--- src/rtl/sensor_arb_pkg.sv ---
// rtl/sensor_arb_pkg.sv - shared state/source types and header defaults for sensor_uart_arbiter
package sensor_arb_pkg;

    typedef enum logic [1:0] {
        ST_IDLE    = 2'd0,
        ST_HDR     = 2'd1,
        ST_PAYLOAD = 2'd2,
        ST_CHK     = 2'd3
    } arb_state_t;

    typedef enum logic {
        SRC_ADS = 1'b0,
        SRC_MPR = 1'b1
    } src_t;

    localparam logic [7:0] HDR_ADS_DEFAULT = 8'hA5;
    localparam logic [7:0] HDR_MPR_DEFAULT = 8'h5A;

    function automatic int max_bytes(input int a, input int b);
        return (a > b) ? a : b;
    endfunction

endpackage

--- src/rtl/sensor_arb_rr2.sv ---
// rtl/sensor_arb_rr2.sv - two-input round-robin grant with registered last-grant pointer
module sensor_arb_rr2
    import sensor_arb_pkg::*;
(
    input  logic clk,
    input  logic rst,
    input  logic req_ads,
    input  logic req_mpr,
    input  logic accept,
    output logic gnt_ads,
    output logic gnt_mpr
);

    src_t last;

    // On a tie the source that did not win last time gets the grant.
    always_comb begin
        gnt_ads = req_ads & (~req_mpr | (last == SRC_MPR));
        gnt_mpr = req_mpr & ~gnt_ads;
    end

    always_ff @(posedge clk) begin
        if (rst) begin
            last <= SRC_MPR;
        end else if (accept) begin
            last <= gnt_ads ? SRC_ADS : SRC_MPR;
        end
    end

endmodule

--- src/rtl/sensor_uart_arbiter.sv ---
// rtl/sensor_uart_arbiter.sv - ADS1292/MPR121 frame arbiter and packet serializer toward UART TX
// SENSOR_ARB_CHKSUM_EN appends an XOR checksum byte after the payload.
module sensor_uart_arbiter
    import sensor_arb_pkg::*;
#(
    parameter int         ADS_BYTES = 6,
    parameter int         MPR_BYTES = 2,
    parameter logic [7:0] HDR_ADS   = HDR_ADS_DEFAULT,
    parameter logic [7:0] HDR_MPR   = HDR_MPR_DEFAULT
) (
    input  logic                   i_CLK,
    input  logic                   i_RST,
    input  logic                   i_ADS_VALID,
    input  logic [8*ADS_BYTES-1:0] i_ADS_DATA,
    output logic                   o_ADS_READY,
    input  logic                   i_MPR_VALID,
    input  logic [8*MPR_BYTES-1:0] i_MPR_DATA,
    output logic                   o_MPR_READY,
    output logic                   o_TX_VALID,
    output logic [7:0]             o_TX_BYTE,
    input  logic                   i_TX_READY,
    output logic                   o_BUSY
);

    localparam int MAX_BYTES = max_bytes(ADS_BYTES, MPR_BYTES);
    localparam int BUF_W     = 8 * MAX_BYTES;
    localparam int CNT_W     = $clog2(MAX_BYTES + 1);

    arb_state_t       state;
    logic [BUF_W-1:0] shift_buf;
    logic [BUF_W-1:0] next_buf;
    logic [CNT_W-1:0] byte_cnt;
    logic             gnt_ads;
    logic             gnt_mpr;
    logic             idle_open;
    logic             accept;
`ifdef SENSOR_ARB_CHKSUM_EN
    logic [7:0]       chk;
`endif

    sensor_arb_rr2 u_rr2 (
        .clk     (i_CLK),
        .rst     (i_RST),
        .req_ads (i_ADS_VALID),
        .req_mpr (i_MPR_VALID),
        .accept  (accept),
        .gnt_ads (gnt_ads),
        .gnt_mpr (gnt_mpr)
    );

    always_comb begin
        idle_open   = (state == ST_IDLE) & ~i_RST;
        o_ADS_READY = idle_open & gnt_ads;
        o_MPR_READY = idle_open & gnt_mpr;
        accept      = o_ADS_READY | o_MPR_READY;
        next_buf    = shift_buf << 8;
        o_BUSY      = (state != ST_IDLE);
    end

    // o_TX_BYTE always mirrors the byte on offer, so it doubles as the latched header.
    always_ff @(posedge i_CLK) begin
        if (i_RST) begin
            state      <= ST_IDLE;
            o_TX_VALID <= 1'b0;
            o_TX_BYTE  <= 8'h00;
            shift_buf  <= '0;
            byte_cnt   <= '0;
`ifdef SENSOR_ARB_CHKSUM_EN
            chk        <= 8'h00;
`endif
        end else begin
            case (state)
                ST_IDLE: begin
                    if (accept) begin
                        state      <= ST_HDR;
                        o_TX_VALID <= 1'b1;
                        if (gnt_ads) begin
                            shift_buf <= BUF_W'(i_ADS_DATA) << (BUF_W - 8 * ADS_BYTES);
                            byte_cnt  <= CNT_W'(ADS_BYTES);
                            o_TX_BYTE <= HDR_ADS;
`ifdef SENSOR_ARB_CHKSUM_EN
                            chk       <= HDR_ADS;
`endif
                        end else begin
                            shift_buf <= BUF_W'(i_MPR_DATA) << (BUF_W - 8 * MPR_BYTES);
                            byte_cnt  <= CNT_W'(MPR_BYTES);
                            o_TX_BYTE <= HDR_MPR;
`ifdef SENSOR_ARB_CHKSUM_EN
                            chk       <= HDR_MPR;
`endif
                        end
                    end
                end
                ST_HDR: begin
                    if (i_TX_READY) begin
                        state     <= ST_PAYLOAD;
                        o_TX_BYTE <= shift_buf[BUF_W-1 -: 8];
                    end
                end
                ST_PAYLOAD: begin
                    if (i_TX_READY) begin
                        shift_buf <= next_buf;
                        byte_cnt  <= byte_cnt - CNT_W'(1);
`ifdef SENSOR_ARB_CHKSUM_EN
                        chk       <= chk ^ o_TX_BYTE;
`endif
                        if (byte_cnt == CNT_W'(1)) begin
`ifdef SENSOR_ARB_CHKSUM_EN
                            state      <= ST_CHK;
                            o_TX_BYTE  <= chk ^ o_TX_BYTE;
`else
                            state      <= ST_IDLE;
                            o_TX_VALID <= 1'b0;
                            o_TX_BYTE  <= 8'h00;
`endif
                        end else begin
                            o_TX_BYTE <= next_buf[BUF_W-1 -: 8];
                        end
                    end
                end
`ifdef SENSOR_ARB_CHKSUM_EN
                ST_CHK: begin
                    if (i_TX_READY) begin
                        state      <= ST_IDLE;
                        o_TX_VALID <= 1'b0;
                        o_TX_BYTE  <= 8'h00;
                    end
                end
`endif
                default: begin
                    state      <= ST_IDLE;
                    o_TX_VALID <= 1'b0;
                    o_TX_BYTE  <= 8'h00;
                end
            endcase
        end
    end

endmodule

--- config.mk ---
export PLATFORM = sky130hd
export DESIGN_NAME = sensor_uart_arbiter
export DESIGN_NICKNAME = d
export VERILOG_FILES = /design/src/rtl/sensor_arb_pkg.sv /design/src/rtl/sensor_arb_rr2.sv /design/src/rtl/sensor_uart_arbiter.sv
export SDC_FILE = /design/constraint.sdc
export NUM_CORES = 1
export LEC_CHECK = 0
export ABC_CLOCK_PERIOD_IN_PS = 1660
export BUFFER_PORTS_ARGS = -buffer_cell sky130_fd_sc_hd__buf_2
export CORE_ASPECT_RATIO = 0.8
export CORE_MARGIN = 5
export CORE_UTILIZATION = 49
export CTS_BUF_LIST = sky130_fd_sc_hd__clkbuf_16
export DETAILED_ROUTE_END_ITERATION = 8
export GPL_ROUTABILITY_DRIVEN = 0
export PLACE_DENSITY = 0.77
export SYNTH_ARGS = -nofsm -noshare
export SYNTH_HDL_FRONTEND = slang
export SYNTH_SLANG_ARGS = --single-unit
--- constraint.sdc ---
create_clock -name i_CLK -period 1.66 [get_ports i_CLK]
set_clock_uncertainty 0.2 [all_clocks]
set_input_delay 0.332 -clock i_CLK [delete_from_list [all_inputs] [get_ports i_CLK]]
set_output_delay 0.332 -clock i_CLK [all_outputs]
set_load 0.05 [all_outputs]
==> results of run 1 <==
[flip-flops by register name, indices dropped and copies added (netlist names)]
| register | flops |
|---|---|
| u_rr2.last | 1 |
| state | 2 |
| o_TX_BYTE | 8 |
| o_TX_VALID | 1 |
| byte_cnt | 3 |
| shift_buf | 48 |
[placed cells by master, fill, tap and decap left out, types with 3 or more instances in the layout]
| cell | n |
|---|---|
| o211ai_1 | 4 |
| nand2_1 | 39 |
| nor2b_1 | 16 |
| inv_1 | 12 |
| buf_4 | 36 |
| o21ai_0 | 35 |
| nand2b_1 | 9 |
| o41ai_1 | 5 |
| nor2_4 | 3 |
| a22oi_1 | 16 |
| a21boi_0 | 8 |
| buf_12 | 6 |
| a211oi_2 | 8 |
| nor2_1 | 15 |
| nand3_1 | 5 |
| buf_6 | 4 |
| a21oi_1 | 47 |
| clkinv_2 | 3 |
| dfxtp_1 | 60 |
| o2111ai_1 | 8 |
| o21ai_1 | 9 |
| a221oi_2 | 4 |
| nand2_4 | 4 |
| a31oi_1 | 4 |
| a211oi_1 | 20 |
| a21oi_2 | 3 |
| o41ai_2 | 3 |
| clkbuf_16 | 9 |
| buf_2 | 78 |
| a221oi_1 | 4 |
| nand4_1 | 8 |
[synthesized netlist by cell type (2+ instances only)]
| master | n | area share [%] |
|---|---|---|
| buf_2 | 19 | 2.8 |
| a21oi_1 | 50 | 7.4 |
| or2_2 | 2 | 0.37 |
| nand2_1 | 40 | 4.4 |
| a21boi_0 | 8 | 1.8 |
| o211ai_1 | 4 | 0.89 |
| a31oi_1 | 5 | 0.92 |
| o21ai_0 | 44 | 6.5 |
| a22oi_1 | 16 | 3.5 |
| nor2_1 | 17 | 1.9 |
| dfxtp_1 | 63 | 37 |
| a211oi_1 | 28 | 6.2 |
| inv_1 | 12 | 1.3 |
| o41ai_1 | 7 | 1.8 |
| nor2_2 | 2 | 0.37 |
| a22o_1 | 2 | 0.52 |
| a221oi_1 | 8 | 2.1 |
| clkbuf_1 | 20 | 2.2 |
| a21o_1 | 2 | 0.44 |
| nand4_1 | 8 | 1.5 |
| nand2b_1 | 11 | 2.0 |
| buf_1 | 2 | 0.22 |
| a311oi_1 | 2 | 0.52 |
| buf_6 | 2 | 0.67 |
| and3_1 | 2 | 0.37 |
| nor2b_1 | 18 | 3.3 |
| ha_1 | 2 | 0.74 |
| nand3_1 | 5 | 0.74 |
| o2111ai_1 | 8 | 2.1 |
[timing repair]
action,in CTS,in global routing
endpoints found under the setup margin,51,64
cloned,4,0
resized for setup,32,23
pin swaps,4,1
setup buffers,9,1
[power groups by stage]
stage / clock (W) / combinational [W] / sequential, W
2_1_floorplan: 0 / 0.000648 / 0.00184
3_3_place_gp: 0 / 0.00108 / 0.00176
3_5_place_dp: 0 / 0.00110 / 0.00176
4_1_cts: 0.00184 / 0.00124 / 0.00174
5_1_grt: 0.00193 / 0.00142 / 0.00176
6_report: 0.00184 / 0.00133 / 0.00175
[metal layers]
layer	vias up	track usage (%)
met3	38	9.47
met4	0	9.18
met5	-	0
met2	192	42.1
met1	1805	34.5
li1	1775	-
[final timing paths]
| check | slack (ns) | start | end | depth (start not counted) |
|---|---|---|---|---|
| worst max-delay path | -0.24 | state[0] | o_ADS_READY | 5 |
| worst min-delay path | 0.07 | i_ADS_DATA[3] | shift_buf[3] | 3 |
| worst max register to register | -0.14 | state[1] | shift_buf[22] | 8 |
| worst min register to register | 0.28 | shift_buf[6] | shift_buf[6] | 2 |
[final cells by class]
class / instances / area [sq um]
inverters: 13 / 55.1
fillers: 506 / 2100
multi-input cells: 309 / 2080
flip-flops and latches: 63 / 1270
well taps: 87 / 109
repair buffers: 127 / 888
clock buffers: 9 / 225
clock inverters: 7 / 65.1
[critical path, delay by kind of cell, from the launching register on]
| kind | cells | cell delay (ns) |
|---|---|---|
| buffers and inverters | 3 | 0.46 |
| flip-flops | 1 | 0.34 |
| AND/OR/NAND/NOR | 2 | 0.24 |
[kinds of logic (layout without fill, tap and decap cells)]
kind of cell	Yosys count	after routing
AO/OA/AOI/OAI	193	194
AND/OR/NAND/NOR	110	112
flip-flops	63	63
XOR/XNOR	1	1
adder cells (fa/ha/maj)	2	2
buffers and inverters	58	156
[through the flow]
step           util, %  area, sq um  setup TNS (ns)  hold WS (ns)
2_1_floorplan        -         3450          -0.169         0.249
3_3_place_gp      59.7         4060           -1.34         0.257
3_5_place_dp      59.7         4060           -3.36         0.265
4_1_cts           67.7         4600           -3.42        0.0696
5_1_grt           69.0         4690           -8.03        0.0826
6_report          69.0         4690           -5.04        0.0666
==> run summary, run 1 <==
The run finished, with violations left. The checks that failed: negative setup slack. The area share of and/or/nand/nor cells after synthesis is between 10% and 20%.

The number of hold violations in the final report is 0. The amount of wire on met2 after detailed routing is approximately 5500 um. Of all flip-flops after synthesis, the portion carrying an async set or reset was 0%.

The final-report setup violation count is between 60 and 70. The total placed cells including tap cells is 585. The slew at the pin with the worst max-slew slack came out at roughly 0.53 ns. Summing every instance area after synthesis gives between 3000 and 4000 sq um. At the end of the flow, the number of nets in the layout was between 500 and 600. The first global-routing pass estimated around 19000 um of wire. The final routed wirelength across all metal layers is ~12000 um. The nature of the critical path startpoint is a flip-flop. Synthesis inferred 63 register bits. In this run the power density over the cells is between 1000 and 1500 nW/um^2. The worst stage delay on the critical path came out at ~0.34 ns. The cell seen most often among critical-path stages is nor2_4. The post-detailed-route wirelength per cell is about 19 um. No sink is reached through more buffers than the 2 on the longest clock path. The horizontal extent of the die is roughly 100 um. The detailed placer's ending HPWL came out at around 7000 um. The synthesized area divided by synthesized cell count came out at ~8 sq um. The ratio of cells with drive above 1 in the final layout came out at between 30% and 40%. The adder-cell share of the synthesized area came out at 0.739%. The layout overhead on the synthesized area is 38.4%. The area of the die came out at 8680 sq um.

The flip-flop cell with the highest count after synthesis is dfxtp_1. The sequential fraction of the synthesis area is between 30% and 40%. The cell-internal power came out at ~0.0034 W. The share of the clock period used by the worst path is 114%. The total power of the final layout is approximately 0.0049 W.

The switching portion of total power came out at a little under a third. Entering global routing, the biggest net connects between 40 and 50 pins. The die is between 80 and 90 um tall. By area, the combinational part of the netlist is dominated by compound AO/OA/AOI/OAI gates. The fraction of the mapped netlist area in compound gates came out at a little under two fifths. For this run, the top clock speed supported by timing is ~0.53 GHz. IR analysis of the VDD net gives a maximum drop of 0.000729 V. The category of the worst setup path capture point is a primary output. Global routing finished with a remaining overflow of 0. The via density per instance came out at 6.20. The global router's overall resource usage came out at between 20% and 30%.

The clock period minus worst slack came out at between 1.5 and 2 ns. The via count of the first global-routing pass was roughly 3700. The synthesized netlist net count is around 500. Clock-pin slew was measured on the worst setup and hold paths at 0.06 ns. The distinct cell type count after synthesis is 47. For the worst setup path, the data required time is 1.13 ns. The initial core utilization came out at about 50%.

The worst hold path belongs to the class input pin to flip-flop. The number of clock sinks is between 60 and 70. The arrival time reported for the critical path endpoint is about 1.4 ns. The DRC violation total after the first TritonRoute iteration came out at roughly 360. The core area is 6790 sq um. Summing the areas of all xor and xnor instances in the mapped netlist gives less than 1% of the synthesized area. The number of I/O pins is 81. The DRC violation count after routing is 0. The static power due to leakage came out at roughly 1.9 nW. The number of port buffers came out at 80. The clock network latency to the later pin of the worst-skew pair came out at 0.33 ns.

The portion of total power attributed to the clock network is 37.4%. The worst setup path is of the flip-flop to primary output kind. The via total after detailed routing is 3810. The mux share of post-synthesis cell area came out at 0%. The worst-case setup slack after placement came out at -0.133 ns. In this run the power spent charging and discharging nets is roughly 0.0016 W.

The post-route antenna net violation count came out at 0. Counting every instance in the synthesized netlist gives 427. The clock tree from TritonCTS is built. The number of warning messages in the yosys log is 0. In this run the top signal layer used is met4. Among all stages on the critical path, the largest delay is contributed by dfxtp_2.

The number of synthesized flops with an enable pin is 0. The biggest fanout along the worst timing path came out at 8. The TritonCTS buffer count came out at 9. Hold repair after CTS inserted 0 buffers. The number of max-slew violations in the final report is 0. The number of H-tree levels is 3.

The sum of routed wire segments on met1 came out at 4720 um. The tree is rooted in a clkbuf_16. Sequential cells account for between 30% and 40% of the total power.

The first detailed-routing pass took 6 iterations. The number of antenna violations at the first check in global routing is 0. The worst-case headroom to the max-slew limit is between 60 and 70%. Setup repair after global routing could not meet its margin everywhere.

The antenna diode count came out at 0. Setup slack on the critical path of the routed design comes to -0.240 ns. The standard-cell row count came out at 27. The final cell count without fillers came out at about 620. The number of maximum-capacitance violations came out at 0.

The met3 wirelength from detailed routing is roughly 1200 um. Walking the worst path, the cells encountered are buf_8, nor2_4, clkinvlp_4, nor2_4, buf_6. The logic gate share of total power is ~27%.
Note: power is estimated with default switching activity, not from simulation.
==> run 2, diff against run 1 <==
- CTS_BUF_LIST: sky130_fd_sc_hd__clkbuf_16 -> default
==> run summary, run 2 (same netlist as run 1, synthesis figures left out) <==
The standard-cell row count came to 27 (unchanged). The TritonCTS buffer count came to 9 (unchanged). The aggregate global routing overflow came to 0 (unchanged). The clock root buffer is clkbuf_8. The met3 wirelength from detailed routing is 891 um (-25%). The slew at the pin with the worst max-slew slack came out at 0.502 ns (-0.0274 ns).

In the final layout, the registers with the most flip-flops are shift_buf: 48 flops, o_TX_BYTE: 8 flops, byte_cnt: 3 flops. The post-detailed-route wirelength per cell is 17.5 um (-8.5%). The clock slew seen by the registers of the worst setup and hold paths is 0.07 ns (about the same). The maximum frequency from static timing analysis is 0.527 GHz (about the same). The core area came out at 6790 sq um (unchanged). The initial core utilization came to 49.9% (unchanged).

The detailed placer's ending HPWL is 7010 um (unchanged). The number of port buffers is 80 (unchanged). The worst setup slack after layout came out at -0.239 ns (+0.000863 ns). The number of clock sinks is 63 (unchanged).

The die outline height came out at 84.4 um (unchanged). The biggest fanout along the worst timing path came out at 3 (-5). The share of total power in sequential cells came to 40.4% (+4.9 points).

The final-report setup violation count is 60 (-3.2%). The number of hold violations in the final report came to 0 (unchanged). The topmost layer with routed signal wires is met4. The pin count of the biggest net entering global routing is 46 (unchanged). The net switching power of the design came to 0.00143 W (-8.4%). The nature of the critical path startpoint is a flip-flop.

The first-pass GRT wire length came to 17200 um (-7.2%). The critical path's top delay family is buffers and inverters. The number of cells traversed by the worst hold path came out at 3 (unchanged).

The critical path data required time came to 1.13 ns (about the same). The most numerous cell type found on the critical path is nor2_4. The logic gate share of total power was 29.2% (+2.2 points). The layout overhead on the synthesized area came out at 32.5%.

The worst-case setup slack after placement is -0.133 ns (unchanged). The via total after detailed routing came out at 3729 (-2.1%). The final net count is 591 (-0.51%). The number of buffers and inverters on the critical path is 3 (unchanged). TritonCTS built the clock tree.

The post-route antenna net violation count came to 0 (unchanged). The register-to-register setup slack is -0.16 ns (-0.02 ns). The run finished, with violations left. Among all stages on the critical path, the largest delay is contributed by dfxtp_4. The number of max-slew violations in the final report came out at 0 (unchanged). The area of all placed cells without fillers was 4490 sq um (-4.3%). The number of flip-flops in the largest register is 48 (unchanged). The DRC violation total after the first TritonRoute iteration came out at 333 (-7.2%).

By startpoint and endpoint, the worst setup path is classified as flip-flop to primary output. Setup repair after global routing could not meet its margin everywhere. STA classifies the critical path endpoint as a primary output. The arrival time reported for the critical path endpoint came to 1.37 ns (about the same). The static power due to leakage came out at 1.79 nW (-4.6%). The area of the die was 8680 sq um (unchanged). The via count of the first global-routing pass is 3498 (-6.5%). The clock network latency to the later pin of the worst-skew pair came out at 0.34 ns (about the same). The cell-internal power is 0.00287 W (-14%). The DRC violation count after routing is 0 (unchanged).

The checks that failed: negative setup slack. In the layout the commonest cells are buf_2, dfxtp_1, a21oi_1, o21ai_0, nand2_1. The sum of routed wire segments on met1 came to 4730 um (+0.19%). The power density of the placed cells came to 959 nW/um^2 (-8.5%). The post-placement cell area came out at 4060 sq um (unchanged). The antenna diode count came to 0 (unchanged). The ratio of cells with drive above 1 in the final layout came out at 33.1% (-3.0 points). The number of antenna violations at the first check in global routing came out at 0 (unchanged). The detailed-routing iteration count for the pre-antenna-repair pass came to 5 (-1). The library cell used most frequently in the layout, excluding fill and tap cells, is buf_2. The worst reg-to-reg path cell count came out at 7 (-1). The share of the clock period used by the worst path is 114% (about the same). The via density per instance came to 6.09 (-1.6%). The worst hold path belongs to the class input pin to flip-flop. The clock period minus worst slack came out at 1.90 ns (-0.000863 ns). The switching portion of total power was 33.3% (+1.5 points). The summed negative setup slack over all endpoints came out at -6.47 ns (-1.43 ns). Walking the worst path, the cells encountered are buf_12, nor2_4, clkinvlp_4, nor2_4, buf_6.

The worst-case headroom to the max-slew limit is 66.5% (+2.2 points). The peak supply drop is 0.000503 V (-31%). The number of buffers between clock root and the deepest sink came to 2 (unchanged). The number of H-tree levels is 3 (unchanged). The number of maximum-capacitance violations is 0 (unchanged). The global router's overall resource usage came out at 24.5% (-2.4 points). The portion of total power attributed to the clock network came out at 30.5% (-6.9 points). The horizontal extent of the die is 103 um (unchanged). The number of I/O pins is 81 (unchanged).

The worst stage delay on the critical path came to 0.35 ns (about the same). The final routed wirelength across all metal layers is 10700 um (-8.9%). The register with the highest flop count is shift_buf.

The cell depth of the worst setup path is 5 (unchanged). The amount of wire on met2 after detailed routing came to 4910 um (-11%).
## run 2: area by class of cell
type	instances	area, sq um
clock buffers	10	128
clock inverters	6	61.3
fillers	545	2300
inverters	13	52.6
multi-input cells	307	1980
flip-flops and latches	63	1270
well taps	87	109
repair buffers	126	888
## run 2: timing repair
action,in CTS,in global routing
setup buffers,7,1
endpoints found under the setup margin,47,63
pin swaps,2,1
cloned,3,0
gates resized for setup,20,9
hold buffers,0,0
## run 2: worst min-delay path, stage by stage
cell and delay (ns):
buf_2 0.09, nand4_1 0.07, a21oi_1 0.06
## run 2: per-stage QoR
step / cells / hold WS, ns / power (W) / utilization (%)
detailed placement: 585 / 0.265 / 0.00286 / 59.7
global route: 612 / 0.0549 / 0.00449 / 66.1
CTS: 611 / 0.0447 / 0.00426 / 65.2
floorplan: 427 / 0.249 / 0.00249 / -
finish: 612 / 0.0533 / 0.00430 / 66.1
global placement: 585 / 0.257 / 0.00284 / 59.7
## run 2: worst paths after layout
check                startpoint            end
setup / recovery       state[1]    o_ADS_READY
hold / removal    i_ADS_DATA[3]   shift_buf[3]
setup reg to reg       state[1]  shift_buf[37]
hold reg to reg   shift_buf[20]  shift_buf[28]
## run 2: metal layers
metal,vias to the layer above,track usage [%]
li1,1768,-
met1,1767,34.7
met2,172,36.3
met3,22,6.23
met4,0,8.24
met5,-,0
## run 2: power by group through the flow
| stage | sequential [W] | combinational [W] | clock, W |
|---|---|---|---|
| final | 0.00174 | 0.00125 | 0.00131 |
| after global routing | 0.00175 | 0.00134 | 0.00140 |
| after CTS | 0.00173 | 0.00120 | 0.00133 |
| after detailed placement | 0.00176 | 0.00110 | 0 |
| after global placement | 0.00176 | 0.00108 | 0 |
| after floorplan | 0.00184 | 0.000648 | 0 |
